--- src/rtl/uart_pkg.sv ---
// Shared definitions for the UART transmit arbiter: FSM encoding and frame/timeout defaults.
package uart_pkg;

  typedef enum logic [1:0] {
    S_IDLE = 2'd0,
    S_TRIG = 2'd1,
    S_WAIT = 2'd2,
    S_HOLD = 2'd3
  } state_t;

  localparam int DEFAULT_TIMEOUT_CYCLES = 20000;
  localparam int FRAME_BITS             = 10;

endpackage

--- src/rtl/rr_pick.sv ---
// Combinational round-robin priority picker: first asserted request at or after ptr, wrapping.
module rr_pick #(
  parameter int N = 4,
  parameter int W = (N > 1) ? $clog2(N) : 1
) (
  input  logic [N-1:0] req,
  input  logic [W-1:0] ptr,
  output logic [N-1:0] grant,
  output logic [W-1:0] idx,
  output logic         any
);

  always_comb begin
    logic [W-1:0] cand;
    cand  = '0;
    grant = '0;
    idx   = '0;
    any   = 1'b0;
    for (int k = 0; k < N; k++) begin
      cand = W'((int'(ptr) + k) % N);
      if (!any && req[cand]) begin
        any         = 1'b1;
        idx         = cand;
        grant[cand] = 1'b1;
      end
    end
  end

endmodule

--- src/rtl/uart_tx_arbiter.sv ---
// Shares one 8N1 byte transmitter among N_REQ requesters with round-robin, message lock and watchdog.
module uart_tx_arbiter
  import uart_pkg::*;
#(
  parameter  int N_REQ          = 4,
  parameter  int TIMEOUT_CYCLES = DEFAULT_TIMEOUT_CYCLES,
  localparam int GW             = (N_REQ > 1) ? $clog2(N_REQ) : 1,
  localparam int TW             = $clog2(TIMEOUT_CYCLES)
) (
  input  logic               clk,
  input  logic               resetn,
  input  logic [N_REQ-1:0]   req_valid,
  input  logic [8*N_REQ-1:0] req_data,
  input  logic [N_REQ-1:0]   req_last,
  output logic [N_REQ-1:0]   req_ready,
  output logic               tx_trigger,
  output logic [7:0]         tx_data,
  input  logic               tx_ready,
  output logic               busy,
  output logic [GW-1:0]      grant_id,
  output logic               err_timeout,
  input  logic               err_clr
);

  state_t        state, state_nx;
  logic [7:0]    tx_data_nx;
  logic [GW-1:0] grant_nx;
  logic [GW-1:0] rr_ptr, rr_nx, rr_adv;
  logic          lock, lock_nx;
  logic [TW-1:0] timer, timer_nx;
  logic          err_nx;
  logic          timeout_hit;

  logic [N_REQ-1:0] pick_grant;
  logic [GW-1:0]    pick_idx;
  logic             pick_any;

  logic [7:0] req_bytes [N_REQ];

  for (genvar g = 0; g < N_REQ; g++) begin : g_bytes
    assign req_bytes[g] = req_data[8*g +: 8];
  end

  rr_pick #(.N(N_REQ), .W(GW)) u_pick (
    .req   (req_valid),
    .ptr   (rr_ptr),
    .grant (pick_grant),
    .idx   (pick_idx),
    .any   (pick_any)
  );

  // Next round-robin start is the requester after the one just served.
  assign rr_adv      = (grant_id == GW'(N_REQ - 1)) ? '0 : grant_id + 1'b1;
  assign timeout_hit = (timer == TW'(TIMEOUT_CYCLES - 1));
  assign tx_trigger  = (state == S_TRIG);
  assign busy        = (state != S_IDLE);

  always_ff @(posedge clk or negedge resetn) begin
    if (!resetn) begin
      state       <= S_IDLE;
      tx_data     <= '0;
      grant_id    <= '0;
      rr_ptr      <= '0;
      lock        <= 1'b0;
      timer       <= '0;
      err_timeout <= 1'b0;
    end else begin
      state       <= state_nx;
      tx_data     <= tx_data_nx;
      grant_id    <= grant_nx;
      rr_ptr      <= rr_nx;
      lock        <= lock_nx;
      timer       <= timer_nx;
      err_timeout <= err_nx;
    end
  end

  // A new timeout overrides err_clr in the same cycle by assigning err_nx after the clear.
  always_comb begin
    state_nx   = state;
    tx_data_nx = tx_data;
    grant_nx   = grant_id;
    rr_nx      = rr_ptr;
    lock_nx    = lock;
    timer_nx   = timer;
    err_nx     = err_clr ? 1'b0 : err_timeout;
    req_ready  = '0;
    case (state)
      S_IDLE: begin
        if (pick_any) begin
          req_ready  = pick_grant;
          tx_data_nx = req_bytes[pick_idx];
          grant_nx   = pick_idx;
          lock_nx    = ~req_last[pick_idx];
          state_nx   = S_TRIG;
        end
      end
      S_TRIG: begin
        timer_nx = '0;
        state_nx = S_WAIT;
      end
      S_WAIT: begin
        timer_nx = timer + 1'b1;
        if (tx_ready) begin
          if (lock) begin
            timer_nx = '0;
            state_nx = S_HOLD;
          end else begin
            rr_nx    = rr_adv;
            state_nx = S_IDLE;
          end
        end else if (timeout_hit) begin
          err_nx   = 1'b1;
          lock_nx  = 1'b0;
          rr_nx    = rr_adv;
          state_nx = S_IDLE;
        end
      end
      S_HOLD: begin
        timer_nx = timer + 1'b1;
        if (req_valid[grant_id]) begin
          req_ready  = N_REQ'(1) << grant_id;
          tx_data_nx = req_bytes[grant_id];
          lock_nx    = ~req_last[grant_id];
          state_nx   = S_TRIG;
        end else if (timeout_hit) begin
          err_nx   = 1'b1;
          lock_nx  = 1'b0;
          rr_nx    = rr_adv;
          state_nx = S_IDLE;
        end
      end
      default: state_nx = S_IDLE;
    endcase
  end

endmodule

--- config.mk ---
export PLATFORM = sky130hd
export DESIGN_NAME = uart_tx_arbiter
export DESIGN_NICKNAME = d
export VERILOG_FILES = /design/src/rtl/uart_pkg.sv /design/src/rtl/rr_pick.sv /design/src/rtl/uart_tx_arbiter.sv
export SDC_FILE = /design/constraint.sdc
export NUM_CORES = 1
export LEC_CHECK = 0
export BUFFER_PORTS_ARGS = -buffer_cell sky130_fd_sc_hd__buf_2
export CAP_MARGIN = 5
export CORE_MARGIN = 2
export CORE_UTILIZATION = 35
export CTS_CLUSTER_DIAMETER = 200
export DETAILED_ROUTE_END_ITERATION = 10
export PLACE_DENSITY_LB_ADDON = 0.3
export SLEW_MARGIN = 10
export SYNTH_ARGS = -nofsm -noshare
export SYNTH_HDL_FRONTEND = slang
export SYNTH_SLANG_ARGS = --single-unit
--- constraint.sdc ---
create_clock -name clk -period 2.8 [get_ports clk]
set_input_delay 0.14 -clock clk [delete_from_list [all_inputs] [get_ports clk]]
set_output_delay 0.14 -clock clk [all_outputs]
set_load 0.02 [all_outputs]
==> impl_summary.log, run 1 <==
INFO  metric synth_largest_area_cell = sky130_fd_sc_hd__dfrtp_1
INFO  metric clock_tree.htree_level_count = 2
INFO  metric detail_route.wirelength = 9646 um
INFO  metric vias_per_cell = 5.821
INFO  metric synth_seq_cells = 31
INFO  metric min_delay_path_depth = 3
INFO  metric clk_pin_slew = 0.08 ns
INFO  metric critical_path.cell_chain = inv_1 -> ha_2 -> mux4_2 -> nor2b_2 -> buf_4 -> a22oi_1 -> nor2_1 -> o21bai_1 -> a21oi_2 -> buf_2
INFO  metric final_area = 3849 um^2
INFO  metric path_max_fanout = 8
INFO  metric timing_worst_setup_path_type = reg2out
INFO  metric detailedRoute.firstPassIterationCount = 4
INFO  metric synth.top_cells.by_area = sky130_fd_sc_hd__dfrtp_1 (23%), sky130_fd_sc_hd__mux4_2 (9.5%), sky130_fd_sc_hd__ha_1 (6.4%)
INFO  metric timing.hold.worst_endpoint = tx_data[6]
INFO  metric final_layout_size_suffix_gt1_share = 26.26%
INFO  metric numCtsBuffers = 5
INFO  metric remaining_drc_errors = 0
INFO  metric syn_area_per_cell = 8.663 um^2
INFO  metric grt_overflow = 0
INFO  metric timing.final.max_slew_violations = 0
INFO  metric p_sw = 0.002136 W
INFO  metric diodes = 0
INFO  metric slew_headroom = 48.61%
INFO  metric clock_power_share = 8.9%
INFO  metric hold_viol = 0
INFO  metric path_delay_family = buffers and inverters
INFO  metric maximum_number_of_pins_on_one_net_before_global_route_repair = 32
INFO  metric synthesis.instances = 382
INFO  metric fmax = 0.3862 GHz
INFO  metric dpl.hpwl = 7123 um
INFO  metric routed_wire_length_per_instance = 17.57 um
INFO  metric synth.cell_area = 3309 um^2
INFO  metric postPlaceCellArea = 3727 um^2
INFO  metric cts-root-buf = sky130_fd_sc_hd__clkbuf_8
INFO  metric p_int = 0.002126 W
INFO  metric globalRouteMet2Util = 33.16%
INFO  metric aggregate_negative_setup_slack = 0 ns
INFO  metric grt_pass1_vias = 3120
INFO  metric unrepaired_setup_endpoints_after_global_routing = false
INFO  metric r2r_end = tx_data[5]
INFO  metric std_cell_rows = 35
INFO  metric die_x = 101.2 um
INFO  metric postSynthNetCount = 443
INFO  metric wire_length_of_the_first_global_routing_pass = 15720 um
INFO  metric die-area = 10250 um^2
INFO  metric min-delay-path-class = in2reg
INFO  metric run_status = finished clean
INFO  metric dr.first_iter.drc_count = 232
INFO  metric power.combinational.fraction = 74.6%
INFO  metric clock-skew-final = 0.01182 ns
INFO  metric worst-endpoint-arrival = 2.45 ns
INFO  metric most_used_flip_flop_cell_after_synthesis = sky130_fd_sc_hd__dfrtp_1
INFO  metric layout_commonest_cell = sky130_fd_sc_hd__buf_2
INFO  metric area_delta_synth_final = 16.29%
INFO  metric reg2reg_depth = 7
INFO  metric power.density_cell_area = 1107 nW/um^2
INFO  metric top_level_ports = 61
INFO  metric global_route.usage.met3 = 2.139%
INFO  metric hold_ws = 0.2436 ns
INFO  metric period_needed = 2.590 ns
INFO  metric final_net_count = 499
INFO  metric cp_num_buf_inv = 3
INFO  metric global_route.peak_usage_layer = met2
INFO  metric worst_hold_startpoint = req_data[6]
INFO  metric finalWeightedCongestion = 0.8559
INFO  metric seqPwrFrac = 16.4%
INFO  metric cts_tree = yes
INFO  metric critical_path_required = 2.66 ns
INFO  metric routed-via-count = 3196
INFO  metric antenna_found_initial = 0
INFO  metric ys.warnings.count = 0
INFO  metric synth_enable_flop_cells = 0
INFO  metric max_cap_viol_count = 0
INFO  metric final_min_period_over_clock_period = 92.48%
INFO  metric start_util = 35.99%
INFO  metric detail-route-antenna-nets = 0
INFO  metric synth-async-reset-ratio = 100.0%
INFO  metric io_buffer_count = 60
INFO  metric setup_slack_on_the_worst_flop_to_flop_path = 0.32 ns
INFO  metric layout_common_cells = sky130_fd_sc_hd__buf_2 (60), sky130_fd_sc_hd__nor2_1 (47), sky130_fd_sc_hd__nand2_1 (35)
INFO  metric critical_path.startpoint_type = flop
INFO  metric worstSkewPairLatency = 0.30 ns
INFO  metric slowest_delay = 0.41 ns
INFO  metric netlist.area_leader.share = 23.44%
INFO  metric leakagePower = 1.685 nW
INFO  metric end_kind = primary output
INFO  metric ir_worst_vdd = 0.5124 mV
INFO  metric coreArea = 9196 um^2
INFO  metric synth_cell_type_count = 60
INFO  metric die_height = 101.2 um
INFO  metric worst_r2r_startpoint = rr_ptr[0]
INFO  metric crit_path_top_delay_cell = sky130_fd_sc_hd__ha_2
INFO  metric groute.usage.overall = 19.33%
INFO  metric synth_sequential_area_ratio = 23.44%
INFO  metric clockBufferDepth = 2
INFO  metric setup_viol_count_final = 0
INFO  metric power_switching_share = 50.12%
INFO  metric tritoncts_num_sinks = 31
INFO  metric groute.layer.met1.usage = 26.17%
INFO  metric tightestPinTransition = 0.7709 ns
INFO  metric utilization_after_layout = 41.85%
==> what timing repair did <==
action	CTS	global route
endpoints found under the hold margin	32	0
endpoints found under the setup margin	4	4
hold buffers	2	0
buffers inserted	0	1
gates resized for setup	1	2
==> power by group through the flow <==
| stage | sequential (W) | clock (W) | combinational (W) |
|---|---|---|---|
| 2_1_floorplan | 0.000791 | 0 | 0.00231 |
| 3_3_place_gp | 0.000711 | 0 | 0.00308 |
| 3_5_place_dp | 0.000717 | 0 | 0.00313 |
| 4_1_cts | 0.000708 | 0.000387 | 0.00314 |
| 5_1_grt | 0.000714 | 0.000412 | 0.00348 |
| 6_report | 0.000700 | 0.000381 | 0.00318 |
==> flip-flops by register name, summed over array words and instances, names as in the netlist <==
| signal | count |
|---|---|
| err_timeout | 1 |
| grant_id | 2 |
| lock | 1 |
| rr_ptr | 2 |
| state | 2 |
| timer | 15 |
| tx_data | 8 |
==> Yosys cell counts (all sizes together) (2+ instances only) <==
cell	number
nor2	47
nand2	36
dfrtp	31
o21ai	25
ha	17
buf	15
clkbuf	15
mux2	14
mux4	14
nand3	13
nand2b	12
o211ai	12
mux2i	11
a31oi	10
inv	10
a21oi	9
nand3b	8
o221a	8
o311ai	8
xor2	6
and3	5
o21bai	5
a22o	4
a22oi	4
and2	4
nor3b	4
or3	4
and3b	3
nor2b	3
nor3	3
nand4	2
o31ai	2
xnor2	2
==> layer usage <==
metal  share of wire, %  vias up
met2                 50       96
met5                  0        -
met1                 45     1567
met3                5.1        5
met4               0.73        0
li1                   -     1528
==> worst max-delay path by stage <==
| stage | start | end | slack, ns | depth (start not counted) |
|---|---|---|---|---|
| CTS | rr_ptr[0] | req_ready[2] | 0.02 | 10 |
| detailed placement | rr_ptr[0] | tx_data[6] | 0.16 | 8 |
| global placement | rr_ptr[0] | tx_data[3] | 0.28 | 8 |
| global route | rr_ptr[1] | req_ready[2] | 0.02 | 10 |
| finish | rr_ptr[1] | req_ready[2] | 0.21 | 10 |
| floorplan | rr_ptr[0] | tx_data[0] | 0.002 | 12 |
==> worst min-delay path: cells and delay by family <==
| kind | cells | cell delay (ns) |
|---|---|---|
| AOI/OAI and AO/OA | 1 | 0.17 |
| buffers and inverters | 1 | 0.08 |
| muxes | 1 | 0.12 |
==> metrics by stage <==
| stage | std cells | setup slack [ns] | power, W |
|---|---|---|---|
| after detailed placement | 539 | 0.1634 | 0.003847 |
| after global placement | 539 | 0.2812 | 0.003786 |
| after floorplan | 382 | 0.001566 | 0.003098 |
| after global routing | 549 | 0.01848 | 0.004602 |
| after CTS | 548 | 0.02432 | 0.004237 |
| final | 549 | 0.2104 | 0.004262 |
==> kinds of logic after synthesis <==
logic type      synth area share, %
fa+ha+maj                     6.427
mux                           17.62
compound gates                20.98
simple gates                  23.55
xor+xnor                      2.117
buf+inv                       5.860
flops                         23.44
==> cell type report <==
type                    instances  area [um^2]
fillers                       949         5348
multi-input cells             311         2360
flip-flops and latches         31        777.0
repair buffers                 79        447.9
well taps                     111        138.9
clock buffers                   6        82.58
inverters                      10        37.54
clock inverters                 1        5.005
(Power assumes the default switching activity.)
==> inputs of run 2 (changes only) <==
- ABC_AREA: default -> 1
==> impl_summary.log, run 2 <==
INFO  metric power.combinational.fraction = 75.3% (+0.7 points)
INFO  metric detailedRoute.firstPassIterationCount = 5 (+1)
INFO  metric clock_power_share = 8.4% (-0.5 points)
INFO  metric numCtsBuffers = 5 (unchanged)
INFO  metric yosys.area_share.simple = 35.87% (+12 points)
INFO  metric routed-via-count = 3168 (-0.88%)
INFO  metric tightestPinTransition = 0.7680 ns (-0.002911 ns)
INFO  metric critPathLaunch = rr_ptr[1]
INFO  metric setup_slack_on_the_worst_flop_to_flop_path = 0.33 ns (about the same)
INFO  metric largest_family_of_logic_cells_by_synthesized_area = simple AND/OR/NAND/NOR gates
INFO  metric dpl.hpwl = 6617 um (-7.1%)
INFO  metric remaining_drc_errors = 0 (unchanged)
INFO  metric timing.final.max_slew_violations = 0 (unchanged)
INFO  metric ys.warnings.count = 0 (unchanged)
INFO  metric synth_seq_cells = 31 (unchanged)
INFO  metric synth-xor-area-share = 0.5846% (-1.5 points)
INFO  metric min-delay-path-class = in2reg
INFO  metric most_used_flip_flop_cell_after_synthesis = sky130_fd_sc_hd__dfrtp_1
INFO  metric tritoncts_num_sinks = 31 (unchanged)
INFO  metric detail-route-antenna-nets = 0 (unchanged)
INFO  metric timing.hold.worst_endpoint = err_timeout
INFO  metric hold_viol = 0 (unchanged)
INFO  metric worstSkewPairLatency = 0.29 ns (about the same)
INFO  metric filler_instances = 882 (-7.1%)
INFO  metric start_util = 36.29% (+0.30 points)
INFO  metric maximum_number_of_pins_on_one_net_before_global_route_repair = 32 (unchanged)
INFO  metric end_kind = primary output
INFO  metric synthesized_area_fraction_occupied_by_ao_oa_aoi_and_oai_cells = 17.45% (-3.5 points)
INFO  metric final_layout_size_suffix_gt1_share = 21.00% (-5.3 points)
INFO  metric synth.top_cells.by_area = sky130_fd_sc_hd__dfrtp_1 (26%), sky130_fd_sc_hd__nand2_1 (14%), sky130_fd_sc_hd__inv_1 (8.8%)
INFO  metric final_min_period_over_clock_period = 91.46% (-1.0 points)
INFO  metric min_delay_path_depth = 2 (-1)
INFO  metric yosysMostFrequentCell = sky130_fd_sc_hd__nand2_1
INFO  metric synth_fa_ha_area_share = 7.098% (+0.67 points)
INFO  metric clock-skew-final = 0.003201 ns (-0.008623 ns)
INFO  metric postSynthNetCount = 516 (+16%)
INFO  metric diodes = 0 (unchanged)
INFO  metric multi_input_comb_area = 1831 um^2 (-22%)
INFO  metric antenna_found_initial = 0 (unchanged)
INFO  metric synth_largest_area_cell = sky130_fd_sc_hd__dfrtp_1
INFO  metric grt_overflow = 0 (unchanged)
INFO  metric io_buffer_count = 60 (unchanged)
INFO  metric worst-endpoint-arrival = 2.42 ns (-0.03 ns)
INFO  metric routed_wire_length_per_instance = 13.87 um (-21%)
INFO  metric synth_cell_type_count = 40 (-33%)
INFO  metric synth-async-reset-ratio = 100.0% (unchanged)
INFO  metric critical_path_required = 2.66 ns (about the same)
INFO  metric reg2reg_depth = 15 (+8)
INFO  metric synth_sequential_area_ratio = 25.89% (+2.4 points)
INFO  metric top_level_ports = 61 (unchanged)
INFO  metric detail_route.wirelength = 8655 um (-10%)
INFO  metric r2r_end = tx_data[5]
INFO  metric p_sw = 0.002484 W (+16%)
INFO  metric netlist.area_leader.share = 25.89% (+2.4 points)
INFO  metric leakagePower = 1.841 nW (+9.2%)
INFO  metric reg_top3 = timer x15, tx_data x8
INFO  metric die-area = 9318 um^2 (-9.1%)
INFO  metric final_net_count = 579 (+16%)
INFO  metric coreArea = 8258 um^2 (-10%)
INFO  metric setup_viol_count_final = 0 (unchanged)
INFO  metric std_cell_rows = 33 (-5.7%)
INFO  metric regMostFlops = timer
INFO  metric largest_register_ffs = 15 (unchanged)
INFO  metric synthesis.instances = 455 (+19%)
INFO  metric wire_length_of_the_first_global_routing_pass = 14100 um (-10%)
INFO  metric path_max_fanout = 6 (-2)
INFO  metric clk_pin_slew = 0.07 ns (about the same)
INFO  metric syn_area_per_cell = 6.586 um^2 (-24%)
INFO  metric vias_per_cell = 5.077 (-13%)
INFO  metric max_cap_viol_count = 0 (unchanged)
INFO  metric dr.first_iter.drc_count = 195 (-16%)
INFO  metric run_status = finished clean
INFO  metric ff_latch_area = 777.0 um^2 (unchanged)
INFO  metric critical_path.startpoint_type = flop
INFO  metric die_x = 96.53 um (-4.7%)
INFO  metric post_synth_mux_area_share = 0% (-18 points)
INFO  metric timing_worst_setup_path_type = reg2out
INFO  metric cts-root-buf = sky130_fd_sc_hd__clkbuf_8
INFO  metric clock_tree.htree_level_count = 2 (unchanged)
INFO  metric layout_commonest_cell = sky130_fd_sc_hd__nand2_1
INFO  metric slew_headroom = 48.80% (+0.19 points)
INFO  metric finalWeightedCongestion = 0.9033 (+5.5%)
INFO  metric worst_hold_startpoint = err_clr
INFO  metric clockBufferDepth = 2 (unchanged)
INFO  metric worst_r2r_startpoint = rr_ptr[0]
INFO  metric groute.usage.overall = 19.51% (+0.18 points)
INFO  metric p_int = 0.001862 W (-12%)
INFO  metric synth_enable_flop_cells = 0 (unchanged)
INFO  metric unrepaired_setup_endpoints_after_global_routing = false
INFO  metric totalPowerFinal = 0.004346 W (+2.0%)
INFO  metric die_height = 96.53 um (-4.7%)
INFO  metric grt_pass1_vias = 3001 (-3.8%)
INFO  metric period_needed = 2.561 ns (-0.02877 ns)
INFO  metric cts_tree = yes
INFO  metric seqPwrFrac = 16.3% (about the same)
INFO  metric synth_commonest_cells = sky130_fd_sc_hd__nand2_1 (114), sky130_fd_sc_hd__inv_1 (70), sky130_fd_sc_hd__nand3_1 (45), sky130_fd_sc_hd__a21oi_1 (33), sky130_fd_sc_hd__o21ai_0 (32)
INFO  metric fmax = 0.3905 GHz (+1.1%)
INFO  metric ir_worst_vdd = 0.3926 mV (-23%)
INFO  metric power.density_cell_area = 1235 nW/um^2 (+11%)
INFO  metric area_delta_synth_final = 17.45%
INFO  metric aggregate_negative_setup_slack = 0 ns (unchanged)
INFO  metric layout_common_cells = sky130_fd_sc_hd__nand2_1 (114), sky130_fd_sc_hd__inv_1 (70), sky130_fd_sc_hd__buf_2 (60)
INFO  metric synth.cell_area = 2997 um^2 (-9.5%)
INFO  metric power_switching_share = 57.15% (+7.0 points)
==> run 2: cell types whose count changed in the layout (fill, tap and decap cells not counted), moves of 11 or more <==
cell | before | now
sky130_fd_sc_hd__o21ai_0 | 13 | 32
sky130_fd_sc_hd__nand2b_1 | 11 | 0
sky130_fd_sc_hd__a21oi_1 | 5 | 33
sky130_fd_sc_hd__nor2_1 | 47 | 20
sky130_fd_sc_hd__o21ai_1 | 11 | 0
sky130_fd_sc_hd__o211ai_1 | 12 | 1
sky130_fd_sc_hd__nand3_1 | 13 | 45
sky130_fd_sc_hd__mux2i_1 | 11 | 0
sky130_fd_sc_hd__mux2_1 | 12 | 0
sky130_fd_sc_hd__mux4_2 | 14 | 0
sky130_fd_sc_hd__nand2_1 | 35 | 114
sky130_fd_sc_hd__inv_1 | 8 | 70
==> run 2: cell type report <==
type,instances,share of cell area (%)
Multi-Input combinational cell,331,52.01
Sequential cell,31,22.08
Clock inverter,2,0.3555
Tap cell,105,3.733
Clock buffer,6,2.062
Inverter,76,8.390
Timing Repair Buffer,73,11.38
==> run 2: power by group through the flow <==
stage / Combinational [W] / Sequential (W) / Clock, W
3_3_place_gp: 0.00319 / 0.000706 / 0
5_1_grt: 0.00367 / 0.000731 / 0.000390
6_report: 0.00327 / 0.000706 / 0.000366
2_1_floorplan: 0.00245 / 0.000777 / 0
3_5_place_dp: 0.00325 / 0.000711 / 0
4_1_cts: 0.00326 / 0.000707 / 0.000377
==> run 2: stage by stage <==
step / area, um^2 / worst slack (ns) / instances / util, % / hold slack [ns]
after floorplan: 2997 / 0.5940 / 455 / - / -0.1556
after global placement: 3421 / 0.4328 / 615 / 41.42 / 0.2572
after detailed placement: 3421 / 0.3145 / 615 / 41.42 / 0.2585
after CTS: 3516 / 0.2005 / 624 / 42.58 / 0.01902
after global routing: 3520 / 0.03636 / 624 / 42.62 / 0.02350
final: 3520 / 0.2392 / 624 / 42.62 / 0.02575
==> run 2: worst max-delay path by stage <==
| stage | endpoint | cells past startpoint |
|---|---|---|
| floorplan | req_ready[1] | 11 |
| global placement | tx_data[4] | 15 |
| detailed placement | tx_data[5] | 15 |
| CTS | req_ready[2] | 12 |
| global route | req_ready[2] | 13 |
| finish | req_ready[2] | 13 |
==> run 2: what timing repair did <==
| item | CTS | global route |
|---|---|---|
| setup endpoints to repair | 0 | 1 |
| buffers inserted | 0 | 0 |
| gates resized for setup | 0 | 2 |
| hold buffers | 1 | 0 |
| endpoints found under the hold margin | 31 | 0 |
==> run 2: worst max-delay path: stages, from the launching register on <==
cell                      delay [ns]
sky130_fd_sc_hd__dfrtp_2        0.42
sky130_fd_sc_hd__inv_1          0.08
sky130_fd_sc_hd__ha_1           0.36
sky130_fd_sc_hd__inv_1          0.09
sky130_fd_sc_hd__nand3_2        0.09
sky130_fd_sc_hd__nand2_4        0.08
sky130_fd_sc_hd__nor2_2         0.15
sky130_fd_sc_hd__inv_1          0.08
sky130_fd_sc_hd__o21ai_0        0.15
sky130_fd_sc_hd__a21oi_1        0.06
sky130_fd_sc_hd__o21ai_0        0.08
sky130_fd_sc_hd__nand2_1        0.06
sky130_fd_sc_hd__a21oi_1        0.21
sky130_fd_sc_hd__buf_2          0.21
==> run 2: cells by family after synthesis <==
logic type	after synthesis
AND/OR/NAND/NOR	221
buffers and inverters	93
AO/OA/AOI/OAI	91
flip-flops	31
adder cells (fa/ha/maj)	17
XOR/XNOR	2
==> run 2: metal layers <==
metal	global-route usage (%)	vias up	part of all wire (%)
met5	0	-	0
met4	5.399	0	0.74
met3	3.879	5	6.2
met2	31.31	94	48
met1	26.75	1450	45
li1	-	1619	-
==> inputs of run 3 (changes only) <==
- ABC_AREA: 1 -> default
- CTS_BUF_LIST: default -> sky130_fd_sc_hd__clkbuf_8
- RECOVER_POWER: default -> 100
==> impl_summary.log, run 3 (synthesized netlist as in run 1, its figures left out) <==
INFO  metric worst_r2r_startpoint = rr_ptr[0]
INFO  metric clockBufferDepth = 2 (unchanged)
INFO  metric ff_latch_area = 777.0 um^2 (unchanged)
INFO  metric routed_wire_length_per_instance = 17.72 um (+28%)
INFO  metric leakagePower = 1.632 nW (-11%)
INFO  metric failed_checks = max-capacitance violations, max-slew violations
INFO  metric cts-root-buf = sky130_fd_sc_hd__clkbuf_8
INFO  metric end_kind = flop
INFO  metric detail_route.wirelength = 9731 um (+12%)
INFO  metric totalPowerFinal = 0.004216 W (-3.0%)
INFO  metric wire_length_of_the_first_global_routing_pass = 15720 um (+12%)
INFO  metric min_delay_path_depth = 3 (+1)
INFO  metric clock_power_share = 9.0% (+0.6 points)
INFO  metric area_delta_synth_final = 15.31%
INFO  metric final_layout_size_suffix_gt1_share = 22.60% (+1.6 points)
INFO  metric start_util = 35.99% (-0.30 points)
INFO  metric worst-endpoint-arrival = 2.85 ns (+0.43 ns)
INFO  metric critPathLaunch = rr_ptr[0]
INFO  metric setup_viol_count_final = 0 (unchanged)
INFO  metric power_switching_share = 50.74% (-6.4 points)
INFO  metric critical_path_required = 2.99 ns (+0.33 ns)
INFO  metric aggregate_negative_setup_slack = 0 ns (unchanged)
INFO  metric timing_worst_setup_path_type = reg2reg
INFO  metric reg_top3 = timer x15, tx_data x8
INFO  metric vias_per_cell = 5.876 (+16%)
INFO  metric setup_slack_on_the_worst_flop_to_flop_path = 0.14 ns (-0.19 ns)
INFO  metric fmax = 0.3761 GHz (-3.7%)
INFO  metric p_sw = 0.002139 W (-14%)
INFO  metric std_cell_rows = 35 (+6.1%)
INFO  metric seqPwrFrac = 16.6% (+0.3 points)
INFO  metric r2r_end = lock
INFO  metric cts_tree = yes
INFO  metric die_height = 101.2 um (+4.9%)
INFO  metric grt_overflow = 0 (unchanged)
INFO  metric dpl.hpwl = 7123 um (+7.7%)
INFO  metric worstSkewPairLatency = 0.30 ns (about the same)
INFO  metric diodes = 0 (unchanged)
INFO  metric groute.usage.overall = 19.33% (-0.18 points)
INFO  metric post-place-cells = 539 (-12%)
INFO  metric unrepaired_setup_endpoints_after_global_routing = false
INFO  metric critical_path.endpoint = lock
INFO  metric run_status = complete, but fails checks
INFO  metric reg2reg_depth = 8 (-7)
INFO  metric min-delay-path-class = in2reg
INFO  metric ir_worst_vdd = 0.5127 mV (+31%)
INFO  metric critical_path.startpoint_type = flop
INFO  metric timing.final.max_slew_violations = 32 (+32)
INFO  metric slew_headroom = -22.97% (-72 points)
INFO  metric layout_common_cells = sky130_fd_sc_hd__nor2_1 (47), sky130_fd_sc_hd__buf_2 (45), sky130_fd_sc_hd__nand2_1 (35)
INFO  metric largest_register_ffs = 15 (unchanged)
INFO  metric path_max_fanout = 10 (+4)
INFO  metric tritoncts_num_sinks = 31 (unchanged)
INFO  metric layout_commonest_cell = sky130_fd_sc_hd__nor2_1
INFO  metric finalWeightedCongestion = 0.8559 (-5.2%)
INFO  metric hold_viol = 0 (unchanged)
INFO  metric clk_pin_slew = 0.08 ns (about the same)
INFO  metric remaining_drc_errors = 0 (unchanged)
INFO  metric regMostFlops = timer
INFO  metric multi_input_comb_area = 2359 um^2 (+29%)
INFO  metric final_net_count = 499 (-14%)
INFO  metric io_buffer_count = 60 (unchanged)
INFO  metric top_level_ports = 61 (unchanged)
INFO  metric antenna_found_initial = 0 (unchanged)
INFO  metric routed-via-count = 3226 (+1.8%)
INFO  metric maximum_number_of_pins_on_one_net_before_global_route_repair = 32 (unchanged)
INFO  metric power.density_cell_area = 1105 nW/um^2 (-11%)
INFO  metric clock-skew-final = 0.01376 ns (+0.01056 ns)
INFO  metric max_cap_viol_count = 1 (+1)
INFO  metric p_int = 0.002077 W (+12%)
INFO  metric filler_instances = 961 (+9.0%)
INFO  metric die-area = 10250 um^2 (+10%)
INFO  metric clock_tree.htree_level_count = 2 (unchanged)
INFO  metric period_needed = 2.659 ns (+0.09781 ns)
INFO  metric die_x = 101.2 um (+4.9%)
INFO  metric tightestPinTransition = 1.845 ns (+1.077 ns)
INFO  metric final_min_period_over_clock_period = 94.95% (+3.5 points)
INFO  metric numCtsBuffers = 5 (unchanged)
INFO  metric detailedRoute.firstPassIterationCount = 5 (unchanged)
INFO  metric power.combinational.fraction = 74.4% (-0.9 points)
INFO  metric post_layout_nonfiller_instances = 549 (-12%)
INFO  metric grt_pass1_vias = 3120 (+4.0%)
INFO  metric coreArea = 9196 um^2 (+11%)
INFO  metric dr.first_iter.drc_count = 213 (+9.2%)
INFO  metric detail-route-antenna-nets = 0 (unchanged)
[run 3: cell count changes in the layout (fill, tap and decap cells not counted), sizes merged, moves of 10 or more]
cell | before | now
nand2b | 0 | 12
o211ai | 2 | 12
buf | 72 | 57
inv | 76 | 10
nand3 | 49 | 13
clkbuf | 6 | 26
mux2i | 0 | 11
a21oi | 34 | 9
nand2 | 125 | 36
mux4 | 0 | 14
nor2 | 23 | 47
mux2 | 0 | 14
[run 3: final cells by class]
class / count / share of cell area [%]
flip-flops and latches: 31 / 20.36
inverters: 10 / 0.9836
clock buffers: 6 / 2.164
well taps: 111 / 3.639
repair buffers: 79 / 10.92
multi-input cells: 311 / 61.80
clock inverters: 1 / 0.1311
[run 3: layer usage]
metal  share of wire [%]  global-route usage, %
met3                 5.2                  2.139
met2                  50                  33.16
met5                   0                      0
met1                  44                  26.17
met4                0.63                  4.574
[run 3: worst min path at each step]
stage,end,from
after floorplan,err_timeout,resetn
after global placement,err_timeout,resetn
after detailed placement,err_timeout,resetn
after CTS,tx_data[6],req_data[6]
after global routing,tx_data[5],req_data[5]
final,tx_data[7],req_data[7]
[run 3: worst max-delay path, cell delays in order, from the launching register on]
cell and delay [ns]:
sky130_fd_sc_hd__dfrtp_2 0.36, sky130_fd_sc_hd__clkbuf_2 0.18, sky130_fd_sc_hd__mux4_2 0.54, sky130_fd_sc_hd__clkbuf_2 0.21, sky130_fd_sc_hd__nand2b_4 0.24, sky130_fd_sc_hd__and2_2 0.30
sky130_fd_sc_hd__o31ai_4 0.18, sky130_fd_sc_hd__and4b_1 0.22, sky130_fd_sc_hd__o32a_1 0.32
[run 3: power by group through the flow]
stage	Combinational, W	Sequential, W	Clock [W]
2_1_floorplan	0.00231	0.000791	0
3_5_place_dp	0.00313	0.000717	0
5_1_grt	0.00343	0.000716	0.000412
4_1_cts	0.00314	0.000708	0.000387
3_3_place_gp	0.00308	0.000711	0
6_report	0.00314	0.000700	0.000380
[run 3: per-stage QoR]
step                util [%]  worst slack (ns)  hold slack [ns]  instance area (um^2)
detailed placement     40.53            0.1634           0.2727                  3727
finish                 41.50            0.1414           0.2381                  3816
global route           41.50           0.01024           0.2551                  3816
floorplan                  -          0.001566          -0.1556                  3327
CTS                    41.73           0.02432           0.2453                  3837
global placement       40.53            0.2812           0.2594                  3727
[run 3: what timing repair did]
item / CTS / global route
gates resized for setup: 1 / 2
setup endpoints to repair: 4 / 4
endpoints found under the hold margin: 32 / 0
hold buffers: 2 / 0
setup buffers: 0 / 1
